[src/rtl/hazard_ctrl_if.sv]
// Pipeline <-> hazard controller signal bundle.
// master: the pipeline side (drives hazard inputs, consumes controls).
// slave: the hazard controller itself.
interface hazard_ctrl_if #(
    parameter int unsigned CNT_W = 32
);
    // Hazard sources from the pipeline
    logic             ID_EX_MemRead_i;
    logic [4:0]       ID_EX_RD_i;
    logic [4:0]       IF_ID_RS1_i;
    logic [4:0]       IF_ID_RS2_i;
    logic             IF_ID_UsesRS2_i;
    logic             EX_BranchTaken_i;
    logic             MEM_Req_i;
    logic             MEM_Ready_i;

    // Pipeline controls and status
    logic             PC_Write_o;
    logic             IF_ID_Write_o;
    logic             IF_ID_Flush_o;
    logic             ID_EX_Flush_o;
    logic             EX_MEM_Write_o;
    logic             MEM_WB_Bubble_o;
    logic [1:0]       State_o;
    logic             MemTimeout_o;
    logic [CNT_W-1:0] StallCnt_o;
    logic [CNT_W-1:0] FlushCnt_o;

    modport master (
        output ID_EX_MemRead_i, ID_EX_RD_i, IF_ID_RS1_i, IF_ID_RS2_i, IF_ID_UsesRS2_i,
        output EX_BranchTaken_i, MEM_Req_i, MEM_Ready_i,
        input  PC_Write_o, IF_ID_Write_o, IF_ID_Flush_o, ID_EX_Flush_o, EX_MEM_Write_o,
        input  MEM_WB_Bubble_o, State_o, MemTimeout_o, StallCnt_o, FlushCnt_o
    );

    modport slave (
        input  ID_EX_MemRead_i, ID_EX_RD_i, IF_ID_RS1_i, IF_ID_RS2_i, IF_ID_UsesRS2_i,
        input  EX_BranchTaken_i, MEM_Req_i, MEM_Ready_i,
        output PC_Write_o, IF_ID_Write_o, IF_ID_Flush_o, ID_EX_Flush_o, EX_MEM_Write_o,
        output MEM_WB_Bubble_o, State_o, MemTimeout_o, StallCnt_o, FlushCnt_o
    );
endinterface

[src/rtl/hazard_ctrl.sv]
// Pipeline hazard controller: load-use stalls, taken-branch flushes, memory wait
// stalls with a timeout into a sticky error state, plus saturating stall/flush counters.
module hazard_ctrl #(
    parameter int unsigned TIMEOUT_CYCLES = 255,
    parameter int unsigned CNT_W          = 32
) (
    input logic          clk_i,
    input logic          rst_n_i,
    hazard_ctrl_if.slave bus
);
    typedef enum logic [1:0] {
        StRun     = 2'b00,
        StMemWait = 2'b01,
        StError   = 2'b10
    } state_e;

    localparam logic [7:0] TimeoutVal = 8'(TIMEOUT_CYCLES);

    state_e           state_q, state_d;
    logic [7:0]       wait_cnt_q, wait_cnt_d;
    logic [CNT_W-1:0] stall_cnt_q, stall_cnt_d;
    logic [CNT_W-1:0] flush_cnt_q, flush_cnt_d;

    logic load_use, mem_stall;
    logic pc_write, if_id_write, if_id_flush, id_ex_flush, ex_mem_write, mem_wb_bubble;

    // Hazard terms; x0 is never a real producer so it cannot cause a stall.
    always_comb begin
        load_use  = bus.ID_EX_MemRead_i && (bus.ID_EX_RD_i != 5'd0) &&
                    ((bus.ID_EX_RD_i == bus.IF_ID_RS1_i) ||
                     (bus.IF_ID_UsesRS2_i && (bus.ID_EX_RD_i == bus.IF_ID_RS2_i)));
        mem_stall = bus.MEM_Req_i && !bus.MEM_Ready_i;
    end

    // Next-state, wait counter and pipeline controls.
    always_comb begin
        pc_write      = 1'b1;
        if_id_write   = 1'b1;
        if_id_flush   = 1'b0;
        id_ex_flush   = 1'b0;
        ex_mem_write  = 1'b1;
        mem_wb_bubble = 1'b0;
        state_d       = state_q;
        wait_cnt_d    = wait_cnt_q;
        case (state_q)
            StRun: begin
                if (mem_stall) begin
                    pc_write      = 1'b0;
                    if_id_write   = 1'b0;
                    ex_mem_write  = 1'b0;
                    mem_wb_bubble = 1'b1;
                    state_d       = StMemWait;
                    wait_cnt_d    = 8'd1;
                end else if (bus.EX_BranchTaken_i) begin
                    if_id_flush = 1'b1;
                    id_ex_flush = 1'b1;
                end else if (load_use) begin
                    pc_write    = 1'b0;
                    if_id_write = 1'b0;
                    id_ex_flush = 1'b1;
                end
            end
            StMemWait: begin
                // On the Ready cycle the defaults let EX/MEM and MEM/WB take the access.
                if (bus.MEM_Ready_i) begin
                    state_d    = StRun;
                    wait_cnt_d = 8'd0;
                end else begin
                    pc_write      = 1'b0;
                    if_id_write   = 1'b0;
                    ex_mem_write  = 1'b0;
                    mem_wb_bubble = 1'b1;
                    if (wait_cnt_q >= TimeoutVal) begin
                        state_d = StError;
                    end else begin
                        wait_cnt_d = wait_cnt_q + 8'd1;
                    end
                end
            end
            StError: begin
                pc_write      = 1'b0;
                if_id_write   = 1'b0;
                ex_mem_write  = 1'b0;
                mem_wb_bubble = 1'b1;
            end
            default: begin
                state_d    = StRun;
                wait_cnt_d = 8'd0;
            end
        endcase
    end

    // Saturating performance counters.
    always_comb begin
        stall_cnt_d = stall_cnt_q;
        flush_cnt_d = flush_cnt_q;
        if (!pc_write && (stall_cnt_q != '1)) begin
            stall_cnt_d = stall_cnt_q + CNT_W'(1);
        end
        if (if_id_flush && (flush_cnt_q != '1)) begin
            flush_cnt_d = flush_cnt_q + CNT_W'(1);
        end
    end

    // State and counter registers.
    always_ff @(posedge clk_i or negedge rst_n_i) begin
        if (!rst_n_i) begin
            state_q     <= StRun;
            wait_cnt_q  <= 8'd0;
            stall_cnt_q <= '0;
            flush_cnt_q <= '0;
        end else begin
            state_q     <= state_d;
            wait_cnt_q  <= wait_cnt_d;
            stall_cnt_q <= stall_cnt_d;
            flush_cnt_q <= flush_cnt_d;
        end
    end

    // Drive the bundle.
    always_comb begin
        bus.PC_Write_o      = pc_write;
        bus.IF_ID_Write_o   = if_id_write;
        bus.IF_ID_Flush_o   = if_id_flush;
        bus.ID_EX_Flush_o   = id_ex_flush;
        bus.EX_MEM_Write_o  = ex_mem_write;
        bus.MEM_WB_Bubble_o = mem_wb_bubble;
        bus.State_o         = state_q;
        bus.MemTimeout_o    = (state_q == StError);
        bus.StallCnt_o      = stall_cnt_q;
        bus.FlushCnt_o      = flush_cnt_q;
    end
endmodule

[src/flat_wrapper.sv]
// flat-port wrapper written by rule: the top's interface ports become plain ports
module hazard_ctrl_flat 
#(
    parameter int unsigned TIMEOUT_CYCLES = 255,
    parameter int unsigned CNT_W          = 32
)
  (clk_i, rst_n_i, bus_ID_EX_MemRead_i, bus_ID_EX_RD_i, bus_IF_ID_RS1_i, bus_IF_ID_RS2_i, bus_IF_ID_UsesRS2_i, bus_EX_BranchTaken_i, bus_MEM_Req_i, bus_MEM_Ready_i, bus_PC_Write_o, bus_IF_ID_Write_o, bus_IF_ID_Flush_o, bus_ID_EX_Flush_o, bus_EX_MEM_Write_o, bus_MEM_WB_Bubble_o, bus_State_o, bus_MemTimeout_o, bus_StallCnt_o, bus_FlushCnt_o);
  hazard_ctrl_if #(.CNT_W(CNT_W)) bus_i ();
  input logic clk_i;
  input logic rst_n_i;
  input wire logic [$bits(bus_i.ID_EX_MemRead_i)-1:0] bus_ID_EX_MemRead_i;
  input wire logic [$bits(bus_i.ID_EX_RD_i)-1:0] bus_ID_EX_RD_i;
  input wire logic [$bits(bus_i.IF_ID_RS1_i)-1:0] bus_IF_ID_RS1_i;
  input wire logic [$bits(bus_i.IF_ID_RS2_i)-1:0] bus_IF_ID_RS2_i;
  input wire logic [$bits(bus_i.IF_ID_UsesRS2_i)-1:0] bus_IF_ID_UsesRS2_i;
  input wire logic [$bits(bus_i.EX_BranchTaken_i)-1:0] bus_EX_BranchTaken_i;
  input wire logic [$bits(bus_i.MEM_Req_i)-1:0] bus_MEM_Req_i;
  input wire logic [$bits(bus_i.MEM_Ready_i)-1:0] bus_MEM_Ready_i;
  output wire logic [$bits(bus_i.PC_Write_o)-1:0] bus_PC_Write_o;
  output wire logic [$bits(bus_i.IF_ID_Write_o)-1:0] bus_IF_ID_Write_o;
  output wire logic [$bits(bus_i.IF_ID_Flush_o)-1:0] bus_IF_ID_Flush_o;
  output wire logic [$bits(bus_i.ID_EX_Flush_o)-1:0] bus_ID_EX_Flush_o;
  output wire logic [$bits(bus_i.EX_MEM_Write_o)-1:0] bus_EX_MEM_Write_o;
  output wire logic [$bits(bus_i.MEM_WB_Bubble_o)-1:0] bus_MEM_WB_Bubble_o;
  output wire logic [$bits(bus_i.State_o)-1:0] bus_State_o;
  output wire logic [$bits(bus_i.MemTimeout_o)-1:0] bus_MemTimeout_o;
  output wire logic [$bits(bus_i.StallCnt_o)-1:0] bus_StallCnt_o;
  output wire logic [$bits(bus_i.FlushCnt_o)-1:0] bus_FlushCnt_o;
  assign bus_i.ID_EX_MemRead_i = bus_ID_EX_MemRead_i;
  assign bus_i.ID_EX_RD_i = bus_ID_EX_RD_i;
  assign bus_i.IF_ID_RS1_i = bus_IF_ID_RS1_i;
  assign bus_i.IF_ID_RS2_i = bus_IF_ID_RS2_i;
  assign bus_i.IF_ID_UsesRS2_i = bus_IF_ID_UsesRS2_i;
  assign bus_i.EX_BranchTaken_i = bus_EX_BranchTaken_i;
  assign bus_i.MEM_Req_i = bus_MEM_Req_i;
  assign bus_i.MEM_Ready_i = bus_MEM_Ready_i;
  assign bus_PC_Write_o = bus_i.PC_Write_o;
  assign bus_IF_ID_Write_o = bus_i.IF_ID_Write_o;
  assign bus_IF_ID_Flush_o = bus_i.IF_ID_Flush_o;
  assign bus_ID_EX_Flush_o = bus_i.ID_EX_Flush_o;
  assign bus_EX_MEM_Write_o = bus_i.EX_MEM_Write_o;
  assign bus_MEM_WB_Bubble_o = bus_i.MEM_WB_Bubble_o;
  assign bus_State_o = bus_i.State_o;
  assign bus_MemTimeout_o = bus_i.MemTimeout_o;
  assign bus_StallCnt_o = bus_i.StallCnt_o;
  assign bus_FlushCnt_o = bus_i.FlushCnt_o;
  hazard_ctrl #(.TIMEOUT_CYCLES(TIMEOUT_CYCLES), .CNT_W(CNT_W)) u_core (.clk_i(clk_i), .rst_n_i(rst_n_i), .bus(bus_i));
endmodule
[config.mk]
export PLATFORM = sky130hd
export DESIGN_NAME = hazard_ctrl_flat
export DESIGN_NICKNAME = d
export VERILOG_FILES = /design/src/rtl/hazard_ctrl_if.sv /design/src/rtl/hazard_ctrl.sv /design/src/flat_wrapper.sv
export SDC_FILE = /design/constraint.sdc
export NUM_CORES = 1
export LEC_CHECK = 0
export CORE_UTILIZATION = 53
export DETAILED_ROUTE_END_ITERATION = 16
export PLACE_DENSITY = 0.88
export SYNTH_ARGS = -nofsm -noshare
export SYNTH_HDL_FRONTEND = slang
export SYNTH_SLANG_ARGS = --single-unit
[constraint.sdc]
create_clock -name clk_i -period 3.6 [get_ports clk_i]
set_input_delay 0.72 -clock clk_i [delete_from_list [all_inputs] [get_ports clk_i]]
set_output_delay 0.72 -clock clk_i [all_outputs]
set_load 0.01 [all_outputs]
==> metrics.yaml <==
cts:
  root_buffer: "clkbuf_8"
  cts.htree.levels: 3
  cts_num_sinks: 74
  clock_latency_ns: 0.35
  max-clock-path-buffers: 2
  cts_tree: "yes"
  ctsHoldBuffers: 0
  cts_buffers: 9
  path_clk_slew_ns: 0.08
die:
  io_pins: 95
  core_area_mm2: 0.00683
  rows: 30
  fp.dieArea_mm2: 0.00749
  start_util_pct: 55.4
  die_w_um: 86.5
  die_y_um: 86.5
layout:
  syn2layout_area_growth_pct: 33.8
  nFillCells: 497
  antenna-diode-count: 0
  final_area_mm2: 0.00506
  layoutNonFillerInstCount: 583
  drive_above_1_share_pct: 8.01
  nets: 507
logic_synthesis:
  synth-compound-area-share_pct: 5.55
  synth-xor-area-share_pct: 16.2
  ys_dominant_reg_cell: "dfrtp_1"
  ys_seq_area_share_pct: 48.9
  netlist_area_mm2: 0.00379
  yosys.cell_count.top_type: "dfrtp_1"
  ys_types: 46
  ys_seq_elements: 74
  netlist_instances: 380
  ys_warn_count: 0
  synth-simple-area-share_pct: 25.2
  asyncSetResetFlopFracSynth_pct: 100
  synth_edf_count: 0
  synth_top_area_share_pct: 48.9
  avgSynthCellArea_um2: 9.96
  synth_adder_area_share_pct: 0.991
  synth_top_family_by_area: "simple AND/OR/NAND/NOR gates"
  synthTopCellsByCount: "dfrtp_1 (74), xnor2_1 (49), nand3_1 (35)"
  yosysTopAreaCell: "dfrtp_1"
  syn_nets: 405
  muxShareOfSynthArea_pct: 0.595
  synth_area_leaders: "dfrtp_1 (49%), xnor2_1 (11%), xor2_1 (4.9%), nand3_1 (4.6%), nand2_1 (3.2%)"
worst_hold_path:
  min_path_type: "input pin to async pin"
detailed_routing:
  drt_wl_total_mm: 8.98
  drtAntennaViolNets: 0
  dr.pass1.iters: 4
  wire_per_inst_um: 15.4
  drc_errors: 0
  drt_iter0_markers: 188
  via_per_inst: 5.59
  via_count: 3261
critical_path:
  r2r_slack_ns: 1.14
  criticalPathCategory: "input pin to output pin"
  arrival_ns: 2.82
  critPathMaxStageDelay_ns: 0.55
  crit_fanout: 5
  cp-startpoint: "bus_ID_EX_RD_i[2]"
  crit_path_end: "bus_PC_Write_o"
  crit_path_start_kind: "input pin"
  r2r.worst_path.cells: 6
  r2r_start: "u_core.bus.FlushCnt_o[13]"
  path_cells: "clkdlybuf4s50_1 -> or4_4 -> o21ai_2 -> a211o_1 -> o21ai_2 -> inv_1 -> clkdlybuf4s50_1"
  required_ns: 2.88
  r2r-end: "u_core.bus.FlushCnt_o[1]"
  endpoint_kind: "output pin"
  cp_slowest_cell: "clkdlybuf4s50_1"
placed_design:
  globalplace.congestion: 0.866
  dpl_cell_area_mm2: 0.00485
  dp.cells: 564
  dpl.hpwl_mm: 6.58
  port_buffers: 94
timing:
  layout_min_cycle_time_ns: 3.54
  setup_viol: 0
  timing.hold.ws_ns: 0.458
  fin_crit_sh_pct: 98.5
  tightestPinTransition_ns: 0.808
  max_freq_ghz: 0.282
  fin_worst_skew_ns: 0.00866
  hold_violations: 0
  maxSlewViolCount: 0
  relSlewSlack_pct: 46.1
power_and_ir_drop:
  ir_drop_mv: 0.420
  total_power_mw: 2.00
  powerDensity_mw_per_mm2: 394
  p_leak_nw: 2.13
global_route:
  grt_first_pass_wirelength_mm: 15.2
  grt_max_degree: 40
  grt_pass1_vias: 3363
  grt.total_usage_pct: 26.0
  grt.overflow.total: 0
  antenna_found_initial: 0
outcome:
  status: "finished, final reports clean"
flow_run:
  timing.max_cap.violations: 0
==> registers in the layout, summed over array words and instances (netlist names) <==
| signal | cells |
|---|---|
| u_core.bus.State_o | 2 |
| u_core.wait_cnt_q | 8 |
| u_core.bus.StallCnt_o | 32 |
| u_core.bus.FlushCnt_o | 32 |
==> how the worst min path moves through the flow <==
stage,from,slack (ns),to
CTS,rst_n_i,0.49,u_core.bus.FlushCnt_o[3]
finish,rst_n_i,0.46,u_core.bus.FlushCnt_o[3]
global route,u_core.bus.StallCnt_o[22],0.51,u_core.bus.StallCnt_o[22]
detailed placement,u_core.bus.FlushCnt_o[29],0.47,u_core.bus.FlushCnt_o[29]
floorplan,rst_n_i,0.42,u_core.bus.FlushCnt_o[0]
global placement,u_core.bus.StallCnt_o[14],0.48,u_core.bus.StallCnt_o[14]
==> cell type report <==
class / instances / area (um^2) / share of cell area (%)
flip-flops and latches: 74 / 1850 / 36.6
multi-input cells: 282 / 1850 / 36.5
repair buffers: 103 / 1020 / 20.2
clock buffers: 9 / 124 / 2.45
well taps: 96 / 120 / 2.37
clock inverters: 7 / 52.6 / 1.04
inverters: 12 / 45.0 / 0.889
==> layout by cell type, fill, tap and decap left out, types with 3 or more instances in the layout <==
| cell | synthesis | final |
|---|---|---|
| and2_1 | 5 | 5 |
| nor4_1 | 7 | 7 |
| nand4_1 | 17 | 17 |
| nand3b_1 | 4 | 4 |
| nor2_1 | 28 | 28 |
| and3_1 | 11 | 11 |
| clkbuf_8 | 0 | 9 |
| a31oi_1 | 5 | 5 |
| buf_4 | 2 | 8 |
| a21oi_1 | 10 | 10 |
| dfrtp_1 | 74 | 74 |
| and4_1 | 3 | 3 |
| clkdlybuf4s50_1 | 0 | 90 |
| dlymetal6s2s_1 | 0 | 3 |
| o21ai_0 | 9 | 8 |
| xor2_1 | 21 | 21 |
| ha_1 | 3 | 3 |
| nor3_1 | 9 | 9 |
| inv_1 | 12 | 12 |
| nand3_1 | 35 | 35 |
| nand2_1 | 32 | 32 |
| xnor2_1 | 49 | 49 |
| or3_1 | 3 | 3 |
| nand4b_1 | 3 | 3 |
==> cells by family (layout without fill, tap and decap cells) <==
| family | Yosys count | after routing |
|---|---|---|
| multiplexers | 2 | 2 |
| adder cells (fa/ha/maj) | 3 | 3 |
| buffers and inverters | 24 | 131 |
| AND/OR/NAND/NOR | 172 | 172 |
| flip-flops | 74 | 74 |
| AO/OA/AOI/OAI | 35 | 35 |
| XOR/XNOR | 70 | 70 |
==> per-layer routing <==
| layer | part of all wire [%] | wire [um] | vias to the layer above | track usage (%) |
|---|---|---|---|---|
| met4 | 1.8 | 159 | 0 | 12.4 |
| met1 | 41 | 3690 | 1603 | 29.7 |
| li1 | - | - | 1534 | - |
| met2 | 52 | 4690 | 110 | 46.8 |
| met3 | 5.0 | 449 | 14 | 4.95 |
| met5 | 0 | 0 | - | 0 |
==> per-stage QoR <==
stage | util (%) | setup TNS (ns) | worst slack (ns)
final | 74.1 | 0 | 0.0557
after global routing | 74.1 | -0.0309 | -0.0309
after floorplan | - | 0 | 0.993
after detailed placement | 71.0 | -0.183 | -0.0928
after CTS | 73.6 | 0 | 0.00802
after global placement | 71.0 | 0 | 0.0494
==> worst max-delay path, delay by kind of cell <==
kind                   cells  cell delay (ns)
and+or+nand+nor            1             0.51
buffers and inverters      3             1.15
AOI/OAI and AO/OA          3             0.45
==> power by group <==
group          total (mW)  internal (mW)  switching, mW
registers           0.997          0.900         0.0976
logic               0.421          0.236          0.185
clock network       0.579          0.254          0.324
==> what timing repair did <==
action                     CTS  global route
buffers inserted             0             3
setup endpoints to repair    2             3
pin swaps                    0             2
gates resized for setup      2             4
No activity file was read; power rests on OpenSTA's default activity.
